===== src/rtl/stage_sequencer_pkg.sv =====
// Shared definitions for the instruction-cycle sequencer: state encoding,
// write-back mask bit positions and default sizing.
package stage_sequencer_pkg;

  localparam int unsigned WORD               = 16;
  localparam int unsigned WB_TIMEOUT_DEFAULT = 8;

  // Pending-mask layout shared by the FSM and the write-back tracker.
  localparam int unsigned WB_NUM  = 3;
  localparam int unsigned WB_REG  = 0;
  localparam int unsigned WB_MEM  = 1;
  localparam int unsigned WB_FLAG = 2;

  typedef enum logic [3:0] {
    StIdle    = 4'd0,
    StFetch   = 4'd1,
    StReg     = 4'd2,
    StExec    = 4'd3,
    StWbIssue = 4'd4,
    StWbWait  = 4'd5,
    StPcWb    = 4'd6,
    StHalted  = 4'd7,
    StError   = 4'd8
  } state_e;

  // Isolates the lowest set bit; this fixes the reg -> mem -> flag order.
  function automatic logic [WB_NUM-1:0] lowest_bit(input logic [WB_NUM-1:0] mask);
    return mask & (~mask + WB_NUM'(1));
  endfunction

endpackage


===== src/rtl/stage_sequencer_if.sv =====
// Handshake bundle between the sequencer and the rest of the CPU.
// master: the sequencer; slave: the datapath/control environment around it.
interface stage_sequencer_if
  import stage_sequencer_pkg::*;
#(
  parameter int unsigned CNT_W = WORD
) ();

  logic             run;
  logic             halt_req;
  logic             reg_write_en;
  logic             mem_write_en;
  logic             flag_update_en;
  logic             reg_wb_done;
  logic             mem_wb_done;
  logic             flag_wb_done;
  logic             fetch_tr;
  logic             reg_tr;
  logic             dne_tr;
  logic             reg_wb_tr;
  logic             mem_wb_tr;
  logic             flag_update_tr;
  logic             PC_wb_tr;
  logic             busy;
  logic             halted;
  logic             wb_error;
  logic [CNT_W-1:0] cycle_count;
  logic [CNT_W-1:0] instr_count;

  modport master (
    input  run, halt_req, reg_write_en, mem_write_en, flag_update_en,
           reg_wb_done, mem_wb_done, flag_wb_done,
    output fetch_tr, reg_tr, dne_tr, reg_wb_tr, mem_wb_tr, flag_update_tr, PC_wb_tr,
           busy, halted, wb_error, cycle_count, instr_count
  );

  modport slave (
    output run, halt_req, reg_write_en, mem_write_en, flag_update_en,
           reg_wb_done, mem_wb_done, flag_wb_done,
    input  fetch_tr, reg_tr, dne_tr, reg_wb_tr, mem_wb_tr, flag_update_tr, PC_wb_tr,
           busy, halted, wb_error, cycle_count, instr_count
  );

endinterface


===== src/rtl/stage_sequencer_wb_tracker.sv =====
// Write-back tracker: holds the pending mask, clears bits on their done acks,
// runs the write-back timeout and generates the write-back strobes.
// Optional macro STAGE_SERIAL_WB_EN: issue write-backs one at a time in
// reg -> mem -> flag order, restarting the timeout for each one.
module stage_sequencer_wb_tracker
  import stage_sequencer_pkg::*;
#(
  parameter int unsigned WB_TIMEOUT = WB_TIMEOUT_DEFAULT
) (
  input  logic              clk,
  input  logic              reset,
  input  logic              issue,
  input  logic              in_wait,
  input  logic [WB_NUM-1:0] en,
  input  logic [WB_NUM-1:0] done,
  output logic [WB_NUM-1:0] strobe,
  output logic              all_done,
  output logic              timeout
);

  localparam int unsigned TmoW = $clog2(WB_TIMEOUT + 1);
  localparam logic [TmoW-1:0] TmoLast = TmoW'(WB_TIMEOUT - 1);

  logic [WB_NUM-1:0] pending_q, pending_d;
  logic [WB_NUM-1:0] accept;
  logic [WB_NUM-1:0] remaining;
  logic [TmoW-1:0]   tmo_q, tmo_d;
`ifdef STAGE_SERIAL_WB_EN
  logic              issue_q, issue_d;
`endif

  // Next pending mask, timeout count and strobes.
  always_comb begin
    pending_d = pending_q;
    tmo_d     = tmo_q;
    strobe    = '0;
    all_done  = 1'b0;
    timeout   = 1'b0;
`ifdef STAGE_SERIAL_WB_EN
    issue_d   = 1'b0;
    // Only the write-back in flight may complete; other dones are stray.
    accept    = pending_q & done & lowest_bit(pending_q);
`else
    accept    = pending_q & done;
`endif
    remaining = pending_q & ~accept;

    if (issue) begin
      pending_d = en;
      tmo_d     = '0;
`ifdef STAGE_SERIAL_WB_EN
      strobe    = lowest_bit(en);
`else
      strobe    = en;
`endif
    end else if (in_wait) begin
      pending_d = remaining;
      all_done  = (remaining == '0);
`ifdef STAGE_SERIAL_WB_EN
      // Next write-back goes out the cycle after the previous one completed.
      if (issue_q) begin
        strobe = lowest_bit(pending_q);
      end
      if (accept != '0) begin
        tmo_d   = '0;
        issue_d = !all_done;
      end else if (tmo_q == TmoLast) begin
        timeout = 1'b1;
      end else begin
        tmo_d = tmo_q + TmoW'(1);
      end
`else
      if (!all_done) begin
        if (tmo_q == TmoLast) begin
          timeout = 1'b1;
        end else begin
          tmo_d = tmo_q + TmoW'(1);
        end
      end
`endif
    end
  end

  // Tracker state registers.
  always_ff @(posedge clk) begin
    if (reset) begin
      pending_q <= '0;
      tmo_q     <= '0;
    end else begin
      pending_q <= pending_d;
      tmo_q     <= tmo_d;
    end
  end

`ifdef STAGE_SERIAL_WB_EN
  // Serial-issue request flag.
  always_ff @(posedge clk) begin
    if (reset) begin
      issue_q <= 1'b0;
    end else begin
      issue_q <= issue_d;
    end
  end
`endif

endmodule


===== src/rtl/stage_sequencer.sv =====
// Instruction-cycle controller: one FSM stepping fetch, register read,
// decode/execute, write-back and PC update, with run/halt control,
// write-back timeout and cycle/instruction counters.
// Optional macro STAGE_SERIAL_WB_EN selects serial write-back issue.
module stage_sequencer
  import stage_sequencer_pkg::*;
#(
  parameter int unsigned WB_TIMEOUT = WB_TIMEOUT_DEFAULT,
  parameter int unsigned CNT_W      = WORD
) (
  input logic               clk,
  input logic               reset,
  stage_sequencer_if.master bus
);

  state_e            state_q, state_d;
  logic              halt_q, halt_d;
  logic [CNT_W-1:0]  cycle_q;
  logic [CNT_W-1:0]  instr_q;
  logic [WB_NUM-1:0] wb_en;
  logic [WB_NUM-1:0] wb_done;
  logic [WB_NUM-1:0] wb_strobe;
  logic              wb_issue;
  logic              wb_wait;
  logic              wb_all_done;
  logic              wb_timeout;
  logic              fetch_stb;
  logic              reg_stb;
  logic              dne_stb;
  logic              pc_stb;
  logic              busy;

  assign wb_en   = {bus.flag_update_en, bus.mem_write_en, bus.reg_write_en};
  assign wb_done = {bus.flag_wb_done, bus.mem_wb_done, bus.reg_wb_done};

  assign wb_issue = (state_q == StWbIssue);
  assign wb_wait  = (state_q == StWbWait);

  stage_sequencer_wb_tracker #(
    .WB_TIMEOUT(WB_TIMEOUT)
  ) u_wb_tracker (
    .clk     (clk),
    .reset   (reset),
    .issue   (wb_issue),
    .in_wait (wb_wait),
    .en      (wb_en),
    .done    (wb_done),
    .strobe  (wb_strobe),
    .all_done(wb_all_done),
    .timeout (wb_timeout)
  );

  // Next-state, halt latch and stage strobes.
  always_comb begin
    state_d   = state_q;
    halt_d    = halt_q;
    fetch_stb = 1'b0;
    reg_stb   = 1'b0;
    dne_stb   = 1'b0;
    pc_stb    = 1'b0;

    if (state_q != StIdle && bus.halt_req) begin
      halt_d = 1'b1;
    end

    unique case (state_q)
      StIdle: begin
        if (bus.run) state_d = StFetch;
      end
      StFetch: begin
        fetch_stb = 1'b1;
        state_d   = StReg;
      end
      StReg: begin
        reg_stb = 1'b1;
        state_d = StExec;
      end
      StExec: begin
        dne_stb = 1'b1;
        state_d = StWbIssue;
      end
      StWbIssue: begin
        state_d = (wb_en == '0) ? StPcWb : StWbWait;
      end
      StWbWait: begin
        if (wb_all_done) begin
          state_d = StPcWb;
        end else if (wb_timeout) begin
          state_d = StError;
        end
      end
      StPcWb: begin
        pc_stb = 1'b1;
        if (halt_q) begin
          state_d = StHalted;
          // A request landing on this boundary applies to the next one.
          halt_d  = bus.halt_req;
        end else begin
          state_d = StFetch;
        end
      end
      StHalted: begin
        if (bus.run) state_d = StFetch;
      end
      StError: begin
        state_d = StError;
      end
      default: begin
        state_d = StIdle;
      end
    endcase
  end

  // FSM state and halt latch.
  always_ff @(posedge clk) begin
    if (reset) begin
      state_q <= StIdle;
      halt_q  <= 1'b0;
    end else begin
      state_q <= state_d;
      halt_q  <= halt_d;
    end
  end

  assign busy = !(state_q inside {StIdle, StHalted, StError});

  // Active-cycle counter saturates; retired-instruction counter wraps.
  always_ff @(posedge clk) begin
    if (reset) begin
      cycle_q <= '0;
      instr_q <= '0;
    end else begin
      if (busy && cycle_q != '1) cycle_q <= cycle_q + CNT_W'(1);
      if (pc_stb) instr_q <= instr_q + CNT_W'(1);
    end
  end

  assign bus.fetch_tr       = fetch_stb;
  assign bus.reg_tr         = reg_stb;
  assign bus.dne_tr         = dne_stb;
  assign bus.reg_wb_tr      = wb_strobe[WB_REG];
  assign bus.mem_wb_tr      = wb_strobe[WB_MEM];
  assign bus.flag_update_tr = wb_strobe[WB_FLAG];
  assign bus.PC_wb_tr       = pc_stb;
  assign bus.busy           = busy;
  assign bus.halted         = (state_q == StHalted);
  assign bus.wb_error       = (state_q == StError);
  assign bus.cycle_count    = cycle_q;
  assign bus.instr_count    = instr_q;

endmodule


===== src/flat_wrapper.sv =====
// flat-port wrapper written by rule: the top's interface ports become plain ports
module stage_sequencer_flat import stage_sequencer_pkg::*;
#(
  parameter int unsigned WB_TIMEOUT = WB_TIMEOUT_DEFAULT,
  parameter int unsigned CNT_W      = WORD
)
  (clk, reset, bus_run, bus_halt_req, bus_reg_write_en, bus_mem_write_en, bus_flag_update_en, bus_reg_wb_done, bus_mem_wb_done, bus_flag_wb_done, bus_fetch_tr, bus_reg_tr, bus_dne_tr, bus_reg_wb_tr, bus_mem_wb_tr, bus_flag_update_tr, bus_PC_wb_tr, bus_busy, bus_halted, bus_wb_error, bus_cycle_count, bus_instr_count);
  stage_sequencer_if #(.CNT_W(CNT_W)) bus_i ();
  input logic clk;
  input logic reset;
  input wire logic [$bits(bus_i.run)-1:0] bus_run;
  input wire logic [$bits(bus_i.halt_req)-1:0] bus_halt_req;
  input wire logic [$bits(bus_i.reg_write_en)-1:0] bus_reg_write_en;
  input wire logic [$bits(bus_i.mem_write_en)-1:0] bus_mem_write_en;
  input wire logic [$bits(bus_i.flag_update_en)-1:0] bus_flag_update_en;
  input wire logic [$bits(bus_i.reg_wb_done)-1:0] bus_reg_wb_done;
  input wire logic [$bits(bus_i.mem_wb_done)-1:0] bus_mem_wb_done;
  input wire logic [$bits(bus_i.flag_wb_done)-1:0] bus_flag_wb_done;
  output wire logic [$bits(bus_i.fetch_tr)-1:0] bus_fetch_tr;
  output wire logic [$bits(bus_i.reg_tr)-1:0] bus_reg_tr;
  output wire logic [$bits(bus_i.dne_tr)-1:0] bus_dne_tr;
  output wire logic [$bits(bus_i.reg_wb_tr)-1:0] bus_reg_wb_tr;
  output wire logic [$bits(bus_i.mem_wb_tr)-1:0] bus_mem_wb_tr;
  output wire logic [$bits(bus_i.flag_update_tr)-1:0] bus_flag_update_tr;
  output wire logic [$bits(bus_i.PC_wb_tr)-1:0] bus_PC_wb_tr;
  output wire logic [$bits(bus_i.busy)-1:0] bus_busy;
  output wire logic [$bits(bus_i.halted)-1:0] bus_halted;
  output wire logic [$bits(bus_i.wb_error)-1:0] bus_wb_error;
  output wire logic [$bits(bus_i.cycle_count)-1:0] bus_cycle_count;
  output wire logic [$bits(bus_i.instr_count)-1:0] bus_instr_count;
  assign bus_i.run = bus_run;
  assign bus_i.halt_req = bus_halt_req;
  assign bus_i.reg_write_en = bus_reg_write_en;
  assign bus_i.mem_write_en = bus_mem_write_en;
  assign bus_i.flag_update_en = bus_flag_update_en;
  assign bus_i.reg_wb_done = bus_reg_wb_done;
  assign bus_i.mem_wb_done = bus_mem_wb_done;
  assign bus_i.flag_wb_done = bus_flag_wb_done;
  assign bus_fetch_tr = bus_i.fetch_tr;
  assign bus_reg_tr = bus_i.reg_tr;
  assign bus_dne_tr = bus_i.dne_tr;
  assign bus_reg_wb_tr = bus_i.reg_wb_tr;
  assign bus_mem_wb_tr = bus_i.mem_wb_tr;
  assign bus_flag_update_tr = bus_i.flag_update_tr;
  assign bus_PC_wb_tr = bus_i.PC_wb_tr;
  assign bus_busy = bus_i.busy;
  assign bus_halted = bus_i.halted;
  assign bus_wb_error = bus_i.wb_error;
  assign bus_cycle_count = bus_i.cycle_count;
  assign bus_instr_count = bus_i.instr_count;
  stage_sequencer #(.WB_TIMEOUT(WB_TIMEOUT), .CNT_W(CNT_W)) u_core (.clk(clk), .reset(reset), .bus(bus_i));
endmodule

===== config.mk =====
export PLATFORM = sky130hd
export DESIGN_NAME = stage_sequencer_flat
export DESIGN_NICKNAME = d
export VERILOG_FILES = /design/src/rtl/stage_sequencer_pkg.sv /design/src/rtl/stage_sequencer_if.sv /design/src/rtl/stage_sequencer_wb_tracker.sv /design/src/rtl/stage_sequencer.sv /design/src/flat_wrapper.sv
export SDC_FILE = /design/constraint.sdc
export NUM_CORES = 1
export LEC_CHECK = 0
export ABC_AREA = 1
export CAP_MARGIN = 20
export CORE_MARGIN = 2
export CORE_UTILIZATION = 48
export DETAILED_ROUTE_END_ITERATION = 10
export GPL_TIMING_DRIVEN = 0
export PLACE_DENSITY = 0.78
export SLEW_MARGIN = 20
export SYNTH_ARGS = -nofsm -noshare
export SYNTH_HDL_FRONTEND = slang
export SYNTH_SLANG_ARGS = --single-unit

===== constraint.sdc =====
create_clock -name clk -period 3.21 [get_ports clk]
set_input_delay 0.642 -clock clk [delete_from_list [all_inputs] [get_ports clk]]
set_output_delay 0.642 -clock clk [all_outputs]
set_load 0.005 [all_outputs]

After elaboration in Yosys (flattened, before gate mapping):

Cells that the tools add are included.
Widths: inputs -> output; s select.

* bitwise gates (word level): 5
* mux-type cells: 22
* equality and inequality tests: 12
* add/sub/neg operators: 3
* reductions and logical operators: 13

Operators by type and width (count)
* $add 16x1->16 const B: 2
* $pmux 4 s8: 1
* $eq 4x3->1 const B: 5
* $ne 16x16->1 const B: 1
* $mux 1: 13
* $mux 3: 4
* $mux 4: 3
* $eq 4x2->1 const B: 2
* $and 3x3->3: 2
* $logic_not 3->1: 2
* $add 4x1->4 const B: 1
* $eq 4x1->1 const B: 1
* $eq 4x4->1 const B: 1
* $logic_not 4->1: 1
* $reduce_bool 4->1: 1
* $reduce_or 2->1: 2
* $ne 3x1->1 const B: 1
* $not 3->3: 1
* $reduce_and 3->1: 1
* $reduce_bool 3->1: 1
* $logic_and 1x1->1: 2
* $mux 2: 1
* $ne 2x1->1 const B: 1
* $not 1->1: 2
* 3 further kinds: 3

* logic and storage cells: 61
* output and inout port bits: 42
* register bits: 44
* bits of input ports: 10

Depth between registers and ports, before layout:

* depth in word-level cells: 10
* gate-level depth with buffers: 12
* depth with buffers taken out: 10

Cells and area by module:

From an unflattened synthesis, not the netlist that was laid out.

* cell total of the unflattened synthesis: 401
* area total of the unflattened synthesis: 2596.2 um2

By module, submodules not included
* stage_sequencer: instances 1, cells each 337, seq. area each 740.7 um2, area each 2182.1 um2
* stage_sequencer_wb_tracker: instances 1, cells each 64, seq. area each 140.1 um2, area each 414.1 um2

Worst setup path before layout:

OpenSTA, ideal clock, no wires.

* path kind: reg-to-output
* start point: register u_core.state_q[2]
* end point: output bus_flag_update_tr
* setup slack: 1.693 ns
* arrival time: 0.875 ns
* buffers on the path: 0
* required time: 2.568 ns
* cell stages (with the launch flop): 5
* path through: dfxtp_1 nand2_4 nor2_1 nand2_1 inv_1

* word-level cells in the longest chain between the ends: 2

Ends and longest elaborated chain
* start, declared: line stage_sequencer.sv:16 `state_e state_q, state_d;`
* start signal, assigned: line stage_sequencer.sv:117 `state_q <= StIdle;`
* start signal, assigned: line stage_sequencer.sv:120 `state_q <= state_d;`
* $eq 4x3->1: line stage_sequencer.sv:36 `assign wb_issue = (state_q == StWbIssue);`
* $mux 3: line stage_sequencer_wb_tracker.sv:48 `if (issue) begin`
* end, declared: line flat_wrapper.sv:24 `output wire logic [$bits(bus_i.flag_update_tr)-1:0] bus_flag_update_tr;`

No other way between the ends.

Worst setup path after layout:

Ends and elaborated chain as after synthesis.

==> summary.txt <==
Yosys
  • Cell count after synthesis: 388
  • Synthesized flop and latch total: 44
  • Synthesized area per cell: 6.327 sq um
  • Distinct cells, synth: 33
  • Sequential area share after synthesis: 35.88%
  • Ys flop type: sky130_fd_sc_hd__dfxtp_1
  • Number of enable-type register cells in the synthesized netlist: 0
  • Number of warnings issued by yosys: 0
  • Synthesized cell area: 0.002455 sq mm
  • Proportion of register bits with asynchronous set or reset after synthesis: 0%
  • Mapped Nets: 401

GRT
  • Total GRT Usage: 20.41%
  • Pin count of the biggest net entering global routing: 14
  • Met3 track demand over resource in global routing: 4.101%
  • Via count of the first global-routing pass: 2154
  • First-pass GRT wire length: 9094 microns
  • M2 GR Usage: approximately a third
  • Antenna violations before repair: 0
  • Met1 Usage GRT: about a quarter
  • Residual overflow from global routing: 0
  • Most used routing layer: met2

Clock network
  • CTS tree: built
  • Total clock buffers created by CTS: 5
  • Clock root buffer: sky130_fd_sc_hd__clkbuf_8
  • CTS H-tree lvls: 2
  • Clock-pin slew on the worst setup and hold paths: 0.09 ns
  • Postcts setup bufs: 0
  • Cells resized by post-CTS repair: 0
  • Clock insertion delay at the later pin of the skew report: 0.29 ns
  • CTS Hold Bufs: 0
  • CTS sink count: 44
  • Maximum buffer depth of the clock tree: 2

Route
  • DRC violations left: 0
  • TritonRoute pass-1 iters: 4
  • Number of routed nets with antenna violations: 0
  • Average wire per cell in the routed design: 10.81 microns
  • Count of vias placed by the detailed router: 2521
  • Initial DRC Count: 129
  • Total Routed Length: 5576 microns
  • Via density per instance: 4.886

Setup path
  • Combined buffer and inverter count along the critical path: 2
  • Maximum fanout along the worst path: 6
  • Peak per-stage delay on the critical path: 0.49 ns
  • Series of cell instances along the critical path: nand2_4 -> nor2_1 -> nand2_1 -> inv_1 -> clkdlybuf4s50_1
  • Cell count of the worst reg-to-reg path: 9
  • Crit-path leading delay family: simple AND/OR/NAND/NOR gates
  • Startpoint of the most critical register-to-register path: u_core.bus.cycle_count[0]
  • Crit start category: flip-flop
  • Type of element capturing the critical path: output pin
  • Endpoint arrival time on the critical path: 1.90 ns
  • R2r endpoint: u_core.bus.cycle_count[1]
  • Reg-to-reg slack, setup: 1.46 ns
  • WS Path Type: flip-flop to output pin
  • Cell with the largest stage delay on the worst path: sky130_fd_sc_hd__clkdlybuf4s50_1
  • Required time worst endpoint: 2.57 ns

Timing
  • Setup repair after global routing missed its margin: no
  • Setup tns final: 0 ns
  • Final setup viols: 0
  • Number of pins exceeding their max-slew limit in the final report: 0
  • Worst setup skew after layout: 0.006644 ns
  • Number of hold violations in the final report: 0
  • Worst Max-Slew Pin Slew: 0.4538 ns
  • Share of the cycle needed by the critical path after routing: 79.12%
  • Fmax: between 300 and 400 MHz
  • Final setup slack of the worst path: roughly 0.67 ns
  • Post-layout minimum cycle time: between 2 and 3 ns
  • Slew headroom: 69.74%

Min path
  • Type of the most critical hold path: flip-flop to flip-flop
  • Worst Hold Path EP: u_core.u_wb_tracker.tmo_q[3]
  • Worst hold path cell count: 2
  • HP Start: u_core.u_wb_tracker.tmo_q[3]

Power and ir drop
  • Maximum ir drop on the vdd rail: around 420 uV
  • P_leak: 1.244 nW
  • Total power after layout: 1.594 mW
  • Power per cell area: 508.3 mW/mm^2

Placed design
  • RD Place Congestion: around 0.92
  • I/O Buffers: 50
  • Worst setup timing slack at the placement stage: 0.7817 ns
  • Half-perimeter wire length of the detailed placement result: 4184 microns

Cells and area
  • Share of final-layout standard cells stronger than drive strength 1: 5.830%
  • Fin nets: 458
  • Area Growth Syn to Fin: 27.78%
  • Total of fill cells in the finished design: 499
  • Antenna cell count: 0
  • Most frequent cells in the layout: sky130_fd_sc_hd__nand2_1, sky130_fd_sc_hd__nor2_1, sky130_fd_sc_hd__clkdlybuf4s50_1, sky130_fd_sc_hd__inv_1, sky130_fd_sc_hd__dfxtp_1
  • Most frequent standard cell in the layout excluding fill and tap cells: sky130_fd_sc_hd__nand2_1

Floorplan
  • Area of the die: 0.005703 sq mm
  • Number of rows created at floorplan: 26
  • Top-level I/O count: 52
  • Die span in y: between 70 and 80 microns
  • Die Width: 75.52 microns
  • Effective utilization at floorplan: 49.00%
  • Core outline area: 0.005010 sq mm

Outcome
  • Result of the run: finished, final reports clean

Job
  • Number of violations of the max-capacitance limit: 0
## power by group
group	leakage (nW)	switching (mW)	total, mW	internal (mW)
logic	0.844	0.347	0.593	0.246
clock network	0.0445	0.190	0.365	0.175
registers	0.356	0.0494	0.636	0.587
## cell usage after synthesis (2+ instances only)
cell                         n  area share, %
sky130_fd_sc_hd__nand2_1   109             17
sky130_fd_sc_hd__inv_2       2           0.31
sky130_fd_sc_hd__buf_6       2           0.92
sky130_fd_sc_hd__xor2_1      3            1.1
sky130_fd_sc_hd__o21bai_1    2           0.61
sky130_fd_sc_hd__inv_1      47            7.2
sky130_fd_sc_hd__a211oi_1    2           0.61
sky130_fd_sc_hd__a31oi_1     2           0.51
sky130_fd_sc_hd__clkbuf_1    3           0.46
sky130_fd_sc_hd__xnor2_1     2           0.71
sky130_fd_sc_hd__a21oi_1    30            6.1
sky130_fd_sc_hd__o21ai_0    10            2.0
sky130_fd_sc_hd__dfxtp_1    44             36
sky130_fd_sc_hd__nor2_2      5            1.3
sky130_fd_sc_hd__nor3b_1     2           0.61
sky130_fd_sc_hd__nor3_1      5            1.0
sky130_fd_sc_hd__nor2_4      3            1.4
sky130_fd_sc_hd__ha_1        3            1.5
sky130_fd_sc_hd__nand3_1    29            5.9
sky130_fd_sc_hd__nand4_1     6            1.5
sky130_fd_sc_hd__o21ai_1     2           0.41
sky130_fd_sc_hd__buf_4       2           0.61
sky130_fd_sc_hd__nor2_1     63            9.6
## registers in the layout (all words and copies together) (netlist names)
name and flops:
u_core.bus.cycle_count 16, u_core.halt_q 1, u_core.state_q 4, u_core.u_wb_tracker.tmo_q 4, u_core.u_wb_tracker.pending_q 3, u_core.bus.instr_count 16
## logic make-up (layout without fill, tap and decap cells)
family,count (synthesis),after routing,share of synthesized area [%]
xor+xnor,5,5,1.784
buf+inv,58,116,9.836
compound gates,50,50,11.01
fa+ha+maj,3,3,1.529
simple gates,228,228,39.96
flops,44,44,35.88
## metal layers
metal	part of all wire, %	up-vias
met3	5.2	7
li1	-	1339
met5	0	-
met4	1.3	0
met2	47	67
met1	46	1108
## area by class of cell
| class | count | area, sq um | area share [%] |
|---|---|---|---|
| Tap cell | 70 | 87.58 | 2.792 |
| Sequential cell | 44 | 880.8 | 28.08 |
| Clock buffer | 7 | 86.33 | 2.752 |
| Multi-Input combinational cell | 286 | 1333 | 42.48 |
| Clock inverter | 1 | 7.507 | 0.2393 |
| Buffer | 8 | 53.80 | 1.715 |
| Timing Repair Buffer | 50 | 500.5 | 15.96 |
| Inverter | 50 | 187.7 | 5.983 |
## worst max-delay path by stage
stage / from / endpoint / slack [ns] / depth (start not counted)
4_1_cts: u_core.state_q[2] / bus_flag_update_tr / 0.68 / 5
3_3_place_gp: bus_mem_write_en / bus_mem_wb_tr / 0.79 / 4
2_1_floorplan: u_core.state_q[2] / bus_flag_update_tr / 1.69 / 4
5_1_grt: u_core.state_q[2] / bus_flag_update_tr / 0.57 / 5
6_report: u_core.state_q[2] / bus_flag_update_tr / 0.67 / 5
3_5_place_dp: bus_mem_write_en / bus_mem_wb_tr / 0.78 / 4
## stage by stage
stage	hold slack, ns	cells	cell area [sq um]	utilization [%]
3_5_place_dp	0.4687	508	3043	60.74
4_1_cts	0.4814	516	3137	62.61
6_report	0.4800	516	3137	62.61
2_1_floorplan	0.4480	388	2455	-
5_1_grt	0.5124	516	3137	62.61
3_3_place_gp	0.4602	508	3043	60.74
## worst min-delay path: cells and delay by family, from the launching register on
kind | cells | cell delay, ns
flops | 1 | 0.32
compound gates | 2 | 0.13
No activity file was read; power rests on OpenSTA's default activity.
